<file path="config.mk">
export PLATFORM = sky130hd
export DESIGN_NAME = next_ptr_table_flat
export DESIGN_NICKNAME = d
export VERILOG_FILES = /design/src/rtl/next_ptr_table_if.sv /design/src/rtl/next_ptr_table.sv /design/src/flat_wrapper.sv
export SDC_FILE = /design/constraint.sdc
export NUM_CORES = 1
export LEC_CHECK = 0
export CAP_MARGIN = 40
export CORE_MARGIN = 1
export CORE_UTILIZATION = 45
export CTS_BUF_LIST = sky130_fd_sc_hd__clkbuf_4 sky130_fd_sc_hd__clkbuf_8 sky130_fd_sc_hd__clkbuf_16
export CTS_CLUSTER_SIZE = 24
export DETAILED_ROUTE_END_ITERATION = 12
export GPL_TIMING_DRIVEN = 0
export REMOVE_ABC_BUFFERS = 1
export SKIP_LAST_GASP = 1
export SLEW_MARGIN = 40
export SYNTH_ARGS = -nofsm -noshare
export SYNTH_HDL_FRONTEND = slang
export SYNTH_SLANG_ARGS = --single-unit
</file>
<file path="constraint.sdc">
create_clock -name clock -period 3.5 [get_ports clock]
set_input_delay 1.05 -clock clock [delete_from_list [all_inputs] [get_ports clock]]
set_output_delay 1.05 -clock clock [all_outputs]
set_load 0.1 [all_outputs]
</file>
<file path="src/rtl/next_ptr_table_if.sv">
// Bus bundle for next_ptr_table: init control, one write port, NR packed read ports
// and the sticky address-error flag.
interface next_ptr_table_if #(
    parameter int PTR_W = 6,
    parameter int NR    = 2
);
    logic                  init_req;
    logic                  init_done;
    logic                  W0_en;
    logic [PTR_W-1:0]      W0_addr;
    logic [PTR_W-1:0]      W0_data;
    logic [NR-1:0]         R_en;
    logic [NR*PTR_W-1:0]   R_addr;
    logic [NR*PTR_W-1:0]   R_data;
    logic [NR-1:0]         R_valid;
    logic                  addr_err;
    logic                  addr_err_clr;

    modport master (
        output init_req, W0_en, W0_addr, W0_data, R_en, R_addr, addr_err_clr,
        input  init_done, R_data, R_valid, addr_err
    );

    modport slave (
        input  init_req, W0_en, W0_addr, W0_data, R_en, R_addr, addr_err_clr,
        output init_done, R_data, R_valid, addr_err
    );
endinterface

</file>
<file path="src/rtl/next_ptr_table.sv">
// DEPTH x PTR_W next-pointer table: one write port, NR registered read ports with
// write-to-read bypass, a chain-building init sequencer and sticky range checking.
module next_ptr_table #(
    parameter int DEPTH = 40,
    parameter int PTR_W = 6,
    parameter int NR    = 2
) (
    input logic              clock,
    input logic              reset,
    next_ptr_table_if.slave  bus
);
    localparam logic [PTR_W:0]   LIMIT = (PTR_W+1)'(DEPTH);
    localparam logic [PTR_W-1:0] LAST  = PTR_W'(DEPTH - 1);

    typedef enum logic {INIT, READY} state_t;

    state_t              state, state_n;
    logic [PTR_W-1:0]    cnt, cnt_n;

    logic [PTR_W-1:0]    mem [DEPTH];
    logic                mem_we;
    logic [PTR_W-1:0]    mem_waddr;
    logic [PTR_W-1:0]    mem_wdata;

    logic                w_ok;
    logic                err_hit;
    logic [NR-1:0]       r_oor;
    logic [PTR_W-1:0]    rd_val [NR];

    logic [NR*PTR_W-1:0] r_data_q;
    logic [NR-1:0]       r_valid_q;
    logic                err_q;

    function automatic logic in_range(input logic [PTR_W-1:0] a);
        return {1'b0, a} < LIMIT;
    endfunction

    assign w_ok = in_range(bus.W0_addr);

    always_ff @(posedge clock or posedge reset) begin
        if (reset) begin
            state <= INIT;
            cnt   <= '0;
        end else begin
            state <= state_n;
            cnt   <= cnt_n;
        end
    end

    always_comb begin
        state_n   = state;
        cnt_n     = cnt;
        mem_we    = 1'b0;
        mem_waddr = bus.W0_addr;
        mem_wdata = bus.W0_data;
        case (state)
            INIT: begin
                mem_we    = 1'b1;
                mem_waddr = cnt;
                mem_wdata = (cnt == LAST) ? '0 : cnt + 1'b1;
                if (bus.init_req) begin
                    cnt_n = '0;
                end else if (cnt == LAST) begin
                    state_n = READY;
                    cnt_n   = '0;
                end else begin
                    cnt_n = cnt + 1'b1;
                end
            end
            READY: begin
                mem_we = bus.W0_en & w_ok;
                if (bus.init_req) begin
                    state_n = INIT;
                    cnt_n   = '0;
                end
            end
            default: state_n = INIT;
        endcase
    end

    always_ff @(posedge clock) begin
        if (mem_we)
            mem[mem_waddr] <= mem_wdata;
    end

    // Out-of-range reads return zero; a same-cycle in-range write wins over the stored entry.
    always_comb begin
        r_oor   = '0;
        rd_val  = '{default: '0};
        err_hit = bus.W0_en & ~w_ok;
        for (int unsigned k = 0; k < NR; k++) begin
            r_oor[k] = ~in_range(bus.R_addr[k*PTR_W +: PTR_W]);
            if (r_oor[k])
                rd_val[k] = '0;
            else if (bus.W0_en && w_ok && bus.R_addr[k*PTR_W +: PTR_W] == bus.W0_addr)
                rd_val[k] = bus.W0_data;
            else
                rd_val[k] = mem[bus.R_addr[k*PTR_W +: PTR_W]];
            err_hit = err_hit | (bus.R_en[k] & r_oor[k]);
        end
    end

    always_ff @(posedge clock or posedge reset) begin
        if (reset) begin
            r_data_q  <= '0;
            r_valid_q <= '0;
            err_q     <= 1'b0;
        end else if (state == READY) begin
            r_valid_q <= bus.R_en;
            for (int unsigned k = 0; k < NR; k++) begin
                if (bus.R_en[k])
                    r_data_q[k*PTR_W +: PTR_W] <= rd_val[k];
            end
            if (err_hit)
                err_q <= 1'b1;
            else if (bus.addr_err_clr)
                err_q <= 1'b0;
        end else begin
            r_valid_q <= '0;
        end
    end

    assign bus.init_done = (state == READY);
    assign bus.R_data    = r_data_q;
    assign bus.R_valid   = r_valid_q;
    assign bus.addr_err  = err_q;
endmodule

</file>
<file path="src/flat_wrapper.sv">
// flat-port wrapper written by rule: the top's interface ports become plain ports
module next_ptr_table_flat 
#(
    parameter int DEPTH = 40,
    parameter int PTR_W = 6,
    parameter int NR    = 2
)
  (clock, reset, bus_init_req, bus_W0_en, bus_W0_addr, bus_W0_data, bus_R_en, bus_R_addr, bus_addr_err_clr, bus_init_done, bus_R_data, bus_R_valid, bus_addr_err);
  next_ptr_table_if #(.PTR_W(PTR_W), .NR(NR)) bus_i ();
  input logic clock;
  input logic reset;
  input wire logic [$bits(bus_i.init_req)-1:0] bus_init_req;
  input wire logic [$bits(bus_i.W0_en)-1:0] bus_W0_en;
  input wire logic [$bits(bus_i.W0_addr)-1:0] bus_W0_addr;
  input wire logic [$bits(bus_i.W0_data)-1:0] bus_W0_data;
  input wire logic [$bits(bus_i.R_en)-1:0] bus_R_en;
  input wire logic [$bits(bus_i.R_addr)-1:0] bus_R_addr;
  input wire logic [$bits(bus_i.addr_err_clr)-1:0] bus_addr_err_clr;
  output wire logic [$bits(bus_i.init_done)-1:0] bus_init_done;
  output wire logic [$bits(bus_i.R_data)-1:0] bus_R_data;
  output wire logic [$bits(bus_i.R_valid)-1:0] bus_R_valid;
  output wire logic [$bits(bus_i.addr_err)-1:0] bus_addr_err;
  assign bus_i.init_req = bus_init_req;
  assign bus_i.W0_en = bus_W0_en;
  assign bus_i.W0_addr = bus_W0_addr;
  assign bus_i.W0_data = bus_W0_data;
  assign bus_i.R_en = bus_R_en;
  assign bus_i.R_addr = bus_R_addr;
  assign bus_i.addr_err_clr = bus_addr_err_clr;
  assign bus_init_done = bus_i.init_done;
  assign bus_R_data = bus_i.R_data;
  assign bus_R_valid = bus_i.R_valid;
  assign bus_addr_err = bus_i.addr_err;
  next_ptr_table #(.DEPTH(DEPTH), .PTR_W(PTR_W), .NR(NR)) u_core (.clock(clock), .reset(reset), .bus(bus_i));
endmodule
</file>
==> results.toml <==
[drt]
drt_pass1_iterations = 5
postRouteAntennaNets = 0
wl_per_cell_um = 28.4
vias = 7763
drtIter0Drc = 1060
drc_errors = 0
routed_wl_um = 34600
via_per_inst = 6.35

[placed_design]
placed_cells = 1173
place_ws_ns = -0.205
port_buffers = 46
place_congestion = 0.911
post-dp-hpwl_um = 23800
place_area_sq_um = 13800

[logic_synthesis]
yosys_warnings = 0
synthTopCellsByArea = "edfxtp_1, mux4_2, dfrtp_1, mux2i_1, nor2_1"
yosysTopAreaCell = "edfxtp_1"
muxShareOfSynthArea = 0.240
synth_top_family_by_area = "multiplexers"
yosys.area_share.simple = 0.0650
synth-seq-area-share = 0.601
synth_area_sq_um = 12900
synth_top_area_frac = 0.558
synth_xor_area_frac = 0.0115
postSynthCellCount = 789
synth-main-ff-cell = "edfxtp_1"
synth.avg_cell_area_sq_um = 16.4
synthArstFlopShare = 0.0840
ys_types = 51
synth_fa_ha_area_frac = 0.000969
ys_ff_latch = 262
synth_compound_area_frac = 0.0571
synth_edf_count = 240

[clock_network]
ctsResizeCount = 0
numClockSinks = 262
htreeDepth = 1
cts-root-buf = "clkbuf_16"
postCtsSetupBuffers = 0
clkLatencyLatePin_ns = 0.55
cts_tree = "yes"
cts.path.max_buffers = 3
cts_made_buffers = 28
clkTransAtPathRegs_ns = 0.06
cts_hold_buf = 0

[sta]
grt_setup_unrepaired = "false"
fin_ws_ns = 0.194
hold_viol = 0
relSlewSlack = 0.376
fmax_ghz = 0.302
tns_ns = 0
post-route-min-period_ns = 3.31
setup_violations = 0
clock_skew_ns = 0.0176
final.period_utilization = 0.945
tightestPinTransition_ns = 0.933
slew_violations = 0

[worst_setup_path]
arrival_ns = 3.47
end_kind = "register"
critPathKind = "input port to register"
cp_max_fo = 8
path_cells = "clkdlybuf4s50_1, o21ai_0, nand2_1, nand2_1, nand3_1, nor2_1"
timing.critical_path.buf_inv = 1
crit_family = "simple AND/OR/NAND/NOR gates"
cp-start-kind = "input port"
cpMaxStageDelayCell = "nor2_1"
critPathMaxStageDelay_ns = 0.82
cpMostUsedCell = "nand2_1"
cp.required_ns = 3.66

[final_layout]
fin_cells = 1222
fillers = 2276
drive_gt1_frac = 0.261
area_growth_pct = 13.1
final_net_count = 857
postLayoutCellArea_sq_um = 14600
diodes = 0

[global_route]
grt_start_max_net_pins = 44
use_met3 = 0.0318
grt.busiest_layer = "met2"
grt_util_all_layers = 0.240
grt_pass1_wl_um = 50400
gr-total-overflow = 0
grt_pass1_vias = 7653
use_met2 = 0.390
antenna_found_initial = 0
grt_util_met1 = 0.339

[status]
status = "complete, no violations"

[power]
leakage_nw = 4.84
power.density_nw_per_um2 = 480
ir_drop_mv = 0.310

[floorplan]
die_h_um = 171
die_area_sq_um = 29400
ios = 47
std_cell_rows = 61
start_util = 0.461
fp.dieW_um = 171
core-area_sq_um = 28000

[hold_path]
hold_path_class = "register to register"

[flow_run]
cap_violations = 0
-- worst reg2reg max path, cell delays in order (launching register included) --
cell	delay, ns
dfrtp_2	0.87
mux2i_1	0.62
nand3_1	0.38
nor2_1	0.82
-- registers in the layout, indices dropped and copies added (netlist names) --
name / flops
u_core.bus.R_valid: 2
u_core.bus.addr_err: 1
u_core.mem: 240
u_core.cnt: 6
u_core.bus.init_done: 1
u_core.bus.R_data: 12
-- synth_stat cells, drive strengths merged, types with 10 or more instances --
| master | count |
|---|---|
| a211oi | 11 |
| a21oi | 14 |
| buf | 37 |
| clkbuf | 13 |
| dfrtp | 22 |
| edfxtp | 240 |
| mux2 | 14 |
| mux2i | 38 |
| mux4 | 114 |
| nand2 | 54 |
| nand3 | 23 |
| nand3b | 10 |
| nor2 | 56 |
| nor2b | 15 |
| o21ai | 26 |
| o22ai | 12 |
| xnor2 | 11 |
-- final timing paths --
| kind | startpoint | end | slack, ns | depth (start not counted) |
|---|---|---|---|---|
| setup / recovery | bus_W0_addr[4] | u_core.mem[28][4] | 0.19 | 6 |
| hold / removal | u_core.bus.R_data[0] | u_core.bus.R_data[0] | 0.49 | 2 |
| max in group asynchronous | reset | u_core.bus.init_done | 2.31 | 2 |
| hold reg to reg | u_core.bus.R_data[0] | u_core.bus.R_data[0] | 0.49 | 2 |
| setup reg to reg | u_core.bus.init_done | u_core.mem[28][4] | 0.43 | 3 |
| min in group asynchronous | reset | u_core.bus.R_data[3] | 0.84 | 2 |
-- final cells by class --
cell class	count	area (sq um)	area share
tap	378	473	0.0324
inverter	8	30.0	0.00205
timing repair buffer	56	611	0.0418
clock inverter	12	52.6	0.00360
sequential	262	7760	0.531
clock buffer	37	786	0.0538
multi-input combinational	469	4900	0.335
-- metrics by stage --
step	utilization	power [mW]	hold slack, ns
2_1_floorplan	-	3.99	0.538
3_3_place_gp	0.484	4.35	0.489
3_5_place_dp	0.492	4.34	0.480
4_1_cts	0.522	7.03	0.493
5_1_grt	0.522	7.19	0.516
6_report	0.522	7.01	0.490
-- cell families after synthesis --
kind of cell,count (synthesis)
muxes,166
xor gates and xnor gates,17
and+or+nand+nor,179
DFF,262
buffers and inverters,58
AOI/OAI and AO/OA,106
adders and majority gates,1
-- layer usage --
layer  share of wire  wire, um
met5               0         0
met4           0.027       919
met3           0.072      2480
met2            0.48     16800
met1            0.42     14500
-- power breakdown --
part / internal, mW / switching (mW)
sequential: 3.48 / 0.0247
clock: 1.56 / 1.17
combinational: 0.292 / 0.480
total: 5.33 / 1.68
-- cells in the final DEF (no fill, tap or decap), types with 6 or more instances in the layout --
cell             Yosys  final
edfxtp_1           240    240
mux4_2             114    114
nor2_1              56     56
nand2_1             54     53
mux2i_1             38     38
clkbuf_16            0     29
nand3_1             23     23
clkdlybuf4s50_1      0     23
dfrtp_1             22     21
buf_2               24     17
nor2b_1             15     15
a21oi_1             14     14
mux2_2              14     14
o22ai_1             12     12
o21ai_0             13     11
xnor2_1             11     11
nand3b_1            10     10
o21ai_1             13     10
a211oi_1             9      9
o31ai_1              8      8
clkinv_1             0      8
clkbuf_4             0      8
a211o_1              7      7
xor2_1               6      6
buf_16               0      6
(Power assumes the default switching activity.)
